### src/rtl/rsa_exp_ctrl.sv
// Left-to-right square-and-multiply sequencer driving one mon_prod at a time.
// Optional build macro RSA_EXP_SKIP_LEAD_EN: skip squares of Montgomery 1 before the first set bit.
module rsa_exp_ctrl #(
    parameter int EBITS      = 256,
    parameter int LOG_EBITS  = 8,
    parameter int LOG_BITLEN = 8
) (
    input  logic                  clk,
    input  logic                  rst,
    input  logic                  go,
    input  logic [EBITS-1:0]      exponent,
    input  logic [LOG_EBITS:0]    exp_len,
    input  logic [LOG_BITLEN:0]   mp_count_cfg,
    output logic                  mp_start,
    output logic [1:0]            mp_op_code,
    output logic [LOG_BITLEN:0]   mp_count,
    input  logic                  mp_stop,
    output logic                  busy,
    output logic                  done,
    output logic [15:0]           op_cnt
);

    typedef enum logic [2:0] {IDLE, NEXT, ISSUE, ARM, WAIT, DONE} state_t;

    localparam logic [1:0] OPXX = 2'd0;
    localparam logic [1:0] OPXM = 2'd1;
    localparam logic [1:0] OPX1 = 2'd2;
    localparam logic [LOG_EBITS:0] EBITS_W = (LOG_EBITS+1)'(EBITS);

    state_t                state_q;
    logic [EBITS-1:0]      e_q;
    logic [LOG_EBITS:0]    rem_q;
    logic                  mul_pend_q;
    logic                  fin_q;
`ifdef RSA_EXP_SKIP_LEAD_EN
    logic                  seen_q;
`endif
    logic                  mp_start_q;
    logic [1:0]            op_q;
    logic [LOG_BITLEN:0]   mp_count_q;
    logic                  busy_q;
    logic                  done_q;
    logic [15:0]           op_cnt_q;

    logic [LOG_EBITS:0]    len_clamp;
    logic [LOG_EBITS:0]    rem_m1;
    logic                  cur_bit;

    assign len_clamp = (exp_len > EBITS_W) ? EBITS_W : exp_len;
    assign rem_m1    = rem_q - 1'b1;
    assign cur_bit   = e_q[rem_m1[LOG_EBITS-1:0]];

    assign mp_start   = mp_start_q;
    assign mp_op_code = op_q;
    assign mp_count   = mp_count_q;
    assign busy       = busy_q;
    assign done       = done_q;
    assign op_cnt     = op_cnt_q;

    always_ff @(posedge clk) begin
        if (rst) begin
            state_q    <= IDLE;
            e_q        <= '0;
            rem_q      <= '0;
            mul_pend_q <= 1'b0;
            fin_q      <= 1'b0;
`ifdef RSA_EXP_SKIP_LEAD_EN
            seen_q     <= 1'b0;
`endif
            mp_start_q <= 1'b0;
            op_q       <= OPXX;
            mp_count_q <= '0;
            busy_q     <= 1'b0;
            done_q     <= 1'b0;
            op_cnt_q   <= '0;
        end else begin
            mp_start_q <= 1'b0;
            done_q     <= 1'b0;
            case (state_q)
                IDLE: if (go) begin
                    e_q        <= exponent;
                    rem_q      <= len_clamp;
                    mp_count_q <= mp_count_cfg;
                    mul_pend_q <= 1'b0;
                    fin_q      <= 1'b0;
`ifdef RSA_EXP_SKIP_LEAD_EN
                    seen_q     <= 1'b0;
`endif
                    op_cnt_q   <= '0;
                    busy_q     <= 1'b1;
                    state_q    <= NEXT;
                end
                NEXT: begin
                    if (mul_pend_q) begin
                        op_q       <= OPXM;
                        mul_pend_q <= 1'b0;
                        mp_start_q <= 1'b1;
                        state_q    <= ISSUE;
                    end else if (rem_q != '0) begin
                        rem_q <= rem_m1;
`ifdef RSA_EXP_SKIP_LEAD_EN
                        // Leading zeros square Montgomery 1: consume silently.
                        if (!seen_q) begin
                            if (cur_bit) begin
                                op_q       <= OPXM;
                                seen_q     <= 1'b1;
                                mp_start_q <= 1'b1;
                                state_q    <= ISSUE;
                            end
                        end else begin
                            op_q       <= OPXX;
                            mul_pend_q <= cur_bit;
                            mp_start_q <= 1'b1;
                            state_q    <= ISSUE;
                        end
`else
                        op_q       <= OPXX;
                        mul_pend_q <= cur_bit;
                        mp_start_q <= 1'b1;
                        state_q    <= ISSUE;
`endif
                    end else if (!fin_q) begin
                        op_q       <= OPX1;
                        fin_q      <= 1'b1;
                        mp_start_q <= 1'b1;
                        state_q    <= ISSUE;
                    end else begin
                        done_q  <= 1'b1;
                        state_q <= DONE;
                    end
                end
                ISSUE: begin
                    if (op_cnt_q != 16'hFFFF) op_cnt_q <= op_cnt_q + 16'd1;
                    state_q <= ARM;
                end
                // mp_stop is still high from the previous op here.
                ARM:  state_q <= WAIT;
                WAIT: if (mp_stop) state_q <= NEXT;
                DONE: begin
                    busy_q  <= 1'b0;
                    state_q <= IDLE;
                end
                default: state_q <= IDLE;
            endcase
        end
    end

endmodule

### config.mk
export PLATFORM = sky130hd
export DESIGN_NAME = rsa_exp_ctrl
export DESIGN_NICKNAME = d
export VERILOG_FILES = /design/src/rtl/rsa_exp_ctrl.sv
export SDC_FILE = /design/constraint.sdc
export NUM_CORES = 1
export LEC_CHECK = 0
export ABC_AREA = 0
export BUFFER_PORTS_ARGS = -buffer_cell sky130_fd_sc_hd__clkbuf_2
export CAP_MARGIN = 0
export CORE_UTILIZATION = 32
export DETAILED_ROUTE_END_ITERATION = 8
export PLACE_DENSITY = 0.63
export SLEW_MARGIN = 20
export SYNTH_ARGS = -nofsm -noshare
export SYNTH_HDL_FRONTEND = slang
export SYNTH_SLANG_ARGS = --single-unit
### constraint.sdc
create_clock -name clk -period 3.5 [get_ports clk]
set_input_delay 0.175 -clock clk [delete_from_list [all_inputs] [get_ports clk]]
set_output_delay 0.175 -clock clk [all_outputs]
set_load 0.02 [all_outputs]
=== After elaboration in Yosys (flattened, before gate mapping) ===
Cells that the tools add are included.

* Add/sub/neg operators: 2
* $mul: 0
* Divide/modulo/power cells: 0
* $lt $le $gt $ge: 2
* Equal/unequal tests: 13
* Shift-type cells: 0
* Mux-type cells: 32
* Bitwise logic cells: 1
* Reduce and logical (&&, ||, !) cells: 15

{| class="wikitable"
|+ Operator list
! operator !! count
|-
| $mux 9 || 4
|-
| $mux 16 || 2
|-
| $pmux 16 s2 || 1
|-
| $pmux 9 s2 || 1
|-
| $add 16x1->16 const B || 1
|-
| $ne 16x16->1 const B || 1
|-
| $mux 3 || 5
|-
| $pmux 3 s5 || 1
|-
| $ne 2x2->1 const B || 6
|-
| $mux 1 || 11
|-
| $reduce_and 2->1 || 5
|-
| $gt 9x9->1 const B || 1
|-
| $lt 8x9->1 const B || 1
|-
| $reduce_bool 9->1 || 1
|-
| $sub 9x1->9 const B || 1
|-
| $bmux 1 s8 || 1
|-
| $reduce_and 4->1 || 2
|-
| $eq 3x2->1 const B || 2
|-
| $eq 3x3->1 const B || 2
|-
| $mux 2 || 3
|-
| $pmux 1 s2 || 3
|-
| $reduce_bool 2->1 || 3
|-
| $reduce_or 4->1 || 1
|-
| $eq 3x1->1 const B || 1
|-
| other kinds (5) || 5
|}

* Bits in registers: 300
* Latch bits: 0
* RAM bits: 0
* Memory bits (read-only): 0
* Bits of input ports: 278
* Word-level logic and storage cells: 76
* Memories: 0

=== Depth between registers and ports, before layout ===
* Depth after elaboration: 6
* Gate-level depth with buffers: 13

=== Least setup slack after synthesis ===
No wires, ideal clock.

* Kind: reg2reg
* Start point: register rem_q[0]
* End point: register mul_pend_q
* Arrival: 3.227 ns
* Data required time: 3.371 ns
* Slack: 0.144 ns
* Cell stages (with the launch flop): 14
* Path buffers: 4
* Cell sequence: dfxtp_1 > buf_2 > inv_1 > buf_1 > ha_1 > buf_2 > xor2_4 > buf_6 > mux4_1 > mux2_2 > o22ai_1 > nor3_1 > nor4_1 > o31ai_1

* Longest elaborated chain between the ends: 6

{| class="wikitable"
|+ Ends and longest elaborated chain
! what !! RTL line !! text
|-
| start: declaration || 32 || <nowiki>logic [LOG_EBITS:0] rem_q;</nowiki>
|-
| start signal: assignment || 82 || <nowiki>rem_q <= len_clamp;</nowiki>
|-
| start signal: assignment || 100 || <nowiki>rem_q <= rem_m1;</nowiki>
|-
| $sub 9x1->9 || 50 || <nowiki>assign rem_m1 = rem_q - 1'b1;</nowiki>
|-
| $bmux 1 s8 || 51 || <nowiki>assign cur_bit = e_q[rem_m1[LOG_EBITS-1:0]];</nowiki>
|-
| $mux 1 (implied by the code) || 51 ||
|-
| $mux 1 * || 99 || <nowiki>end else if (rem_q != '0) begin</nowiki>
|-
| $mux 1 * || 94 || <nowiki>if (mul_pend_q) begin</nowiki>
|-
| $pmux 1 s2 * || 79 || <nowiki>case (state_q)</nowiki>
|-
| end signal: assignment || 118 || <nowiki>mul_pend_q <= cur_bit;</nowiki>
|-
| end: declaration || 33 || <nowiki>logic mul_pend_q;</nowiki>
|}

Mark *: on every way between the ends. The rest lies on a longest branch, timed or not. The select of a mux whose other input is x is not followed.
A chain may end at the register's enable or synchronous reset.

=== Worst setup path after layout ===
Ends and elaborated chain as after synthesis.

==> out/metrics.csv <==
metric,value,unit
switching_share,0.305,
reg2regPathDepth,10,
status,"finished, final reports clean",
synth_top_cell_by_area,dfxtp_1,
cts_htree_levels,2,
insertion_delay,0.51,ns
crit_fanout,21,
drt_iter0_markers,913,
ys_seq_area_frac,0.463,
final_common_cell,nand2_1,
ys_async_sr_fraction,0,
max_clock_freq,319,MHz
p_comb_frac,0.261,
ys_seq_elements,300,
wl_per_cell,17.1,um
clk_pin_slew,0.05,ns
dp_hpwl,28.7,mm
setup_viol,0,
hold_viol,0,
drive_gt1_frac,0.227,
drtAntennaViolNets,0,
area_delta_synth_final,44.3,%
remaining_drc_errors,0,
grt_pass1_vias,12900,
critPathMaxStageDelay,0.61,ns
grt_max_degree,180,
cp-start-kind,flop,
grt_use_total,0.209,
gp_congestion,0.864,
holdPathStages,3,
placement_rows,73,
cp_slowest_cell,mux4_1,
critPathKind,reg -> reg,
power.switching,3.07,mW
p_per_area,538,mW/mm^2
rsz0062_at_grt,false,
gr-total-overflow,0,
hold_slack,0.0568,ns
num_vias,13000,
syn-num-nets,1815,
antenna_found_initial,1,
die_h,203,um
min_period,3.13,ns
wl,44.3,mm
p_clk_frac,0.351,
crit_buf_inv,2,
worstSetupPathDepth,10,
slew_violations,0,
path_delay_family,multiplexers,
path_cells,inv_1 > ha_4 > xor2_4 > buf_4 > mux4_1 > mux2_2 > o22ai_1 > nor3_1 > a2111oi_1 > o31ai_1,
die_x,203,um
slew_headroom,0.301,
postLayoutCoreUtil,0.469,
final_cell_mix,"nand2_1, clkbuf_2, dfxtp_1",
dp_slack,0.389,ns
tightest_slew,1.05,ns
synth_cell_type_count,51,
finClkSkew,0.0135,ns
dieArea,0.0414,mm^2
drt_pass1_iterations,7,
maxCapViolCount,0,
syn_inst,1535,
cts_buffers,35,
vdd_drop_max,0.000279,V
synthFlopType,dfxtp_1,
worstPathRequired,3.89,ns
tns,0,ns
ys_top_cells_by_area,"dfxtp_1, nand2_1, a21oi_1",
cts_buffer_depth,3,
vias_per_cell,5.02,
post_cts_resized,0,
synth_edf_count,0,
io_pins,308,
grt_pass1_wl,68.6,mm
seqPwrFrac,0.387,
portBuffers,307,
synth_top_area_share,0.463,
cp.arrival,3.52,ns
postSynthAreaPerCell,8.46,um^2
start_util,0.325,
synthesis.area,0.0130,mm^2
synth_warnings,0,
crit_path_end_kind,flop,
min_period_over_period,0.895,
cts_tree,done,
leakage,7.61,nW
nets,2324,
clock_sinks,300,
p_int,7.00,mW
setup_ws,0.367,ns
min_path_type,in -> reg,
core_area,0.0399,mm^2
clockRootBuffer,clkbuf_16,
## worst paths after layout
kind | slack (ns) | start | end
max reg2reg | 0.37 | rem_q[0]$_SDFFE_PP0P_ | mul_pend_q$_SDFFE_PP0P_
min reg2reg | 0.45 | e_q[165]$_SDFFE_PP0P_ | e_q[165]$_SDFFE_PP0P_
min | 0.06 | exp_len[7] | rem_q[7]$_SDFFE_PP0P_
max | 0.37 | rem_q[0]$_SDFFE_PP0P_ | mul_pend_q$_SDFFE_PP0P_
## power by group through the flow
stage	clock, mW	sequential, mW	combinational [mW]
floorplan	0	3.87	1.68
global placement	0	3.96	2.33
detailed placement	0	3.97	2.37
CTS	3.61	3.90	2.62
global route	3.77	3.93	2.85
finish	3.54	3.90	2.64
## cell type report
| type | count | area [um^2] |
|---|---|---|
| fillers | 3691 | 21200 |
| multi-input cells | 1106 | 6480 |
| diodes | 1 | 2.50 |
| clock inverters | 14 | 116 |
| flip-flops and latches | 300 | 6010 |
| clock buffers | 48 | 1010 |
| well taps | 525 | 657 |
| inverters | 6 | 22.5 |
| repair buffers | 595 | 4440 |
## synthesized netlist by cell type, drive strengths merged, types with 2 or more instances
master   number
or4b          2
nand2b        7
a31oi         4
nand3         9
mux4         64
o221ai        4
xnor2         8
ha            2
or2           3
a2111oi       2
o22ai        13
nand4         6
a221oi        2
xor2          9
inv           6
nor4          4
dfxtp       300
or3           4
nor3         15
o21ai        10
nor2b         3
a21boi        2
a21oi       282
buf          18
mux2i         4
a211oi        8
clkbuf      105
nor2         41
a22oi         3
and3          5
nand2       548
mux2         29
## registers in the layout, indices dropped and copies added, names as in the netlist
name,count
busy,1
done,1
e_q,256
fin_q,1
mp_count,9
mp_op_code,2
mp_start,1
mul_pend_q,1
op_cnt,16
rem_q,9
state_q,3
## timing repair
item                                   in CTS  in global routing
endpoints found under the hold margin     267                  0
hold buffers                              267                  0
buffers inserted                            0                  0
## worst register-to-register path: stages (launching register included)
cell,delay (ns)
dfxtp_4,0.46
inv_1,0.12
ha_4,0.21
xor2_4,0.14
buf_4,0.37
mux4_1,0.61
mux2_2,0.28
o22ai_1,0.27
nor3_1,0.09
a2111oi_1,0.34
o31ai_1,0.12
## through the flow
stage / instances / area (um^2) / power [mW]
3_3_place_gp: 2264 / 14900 / 6.30
3_5_place_dp: 2265 / 14900 / 6.34
6_report: 2595 / 18700 / 10.1
5_1_grt: 2595 / 18700 / 10.5
4_1_cts: 2594 / 18700 / 10.1
2_1_floorplan: 1535 / 13000 / 5.55
## cells by family (layout without fill, tap and decap cells)
| family | after synthesis | count (layout) | share of synthesized area |
|---|---|---|---|
| other cells | 0 | 1 | 0 |
| compound gates | 337 | 337 | 0.138 |
| fa+ha+maj | 2 | 2 | 0.00193 |
| mux | 97 | 97 | 0.144 |
| buf+inv | 129 | 663 | 0.0403 |
| simple gates | 653 | 653 | 0.200 |
| flops | 300 | 300 | 0.463 |
| xor+xnor | 17 | 17 | 0.0129 |
## routing by layer
metal | part of all wire | global-route usage
met3 | 0.053 | 0.0299
met5 | 0 | 0
met2 | 0.48 | 0.351
met1 | 0.43 | 0.266
met4 | 0.044 | 0.0956
Power figures use the tool's default switching activity.
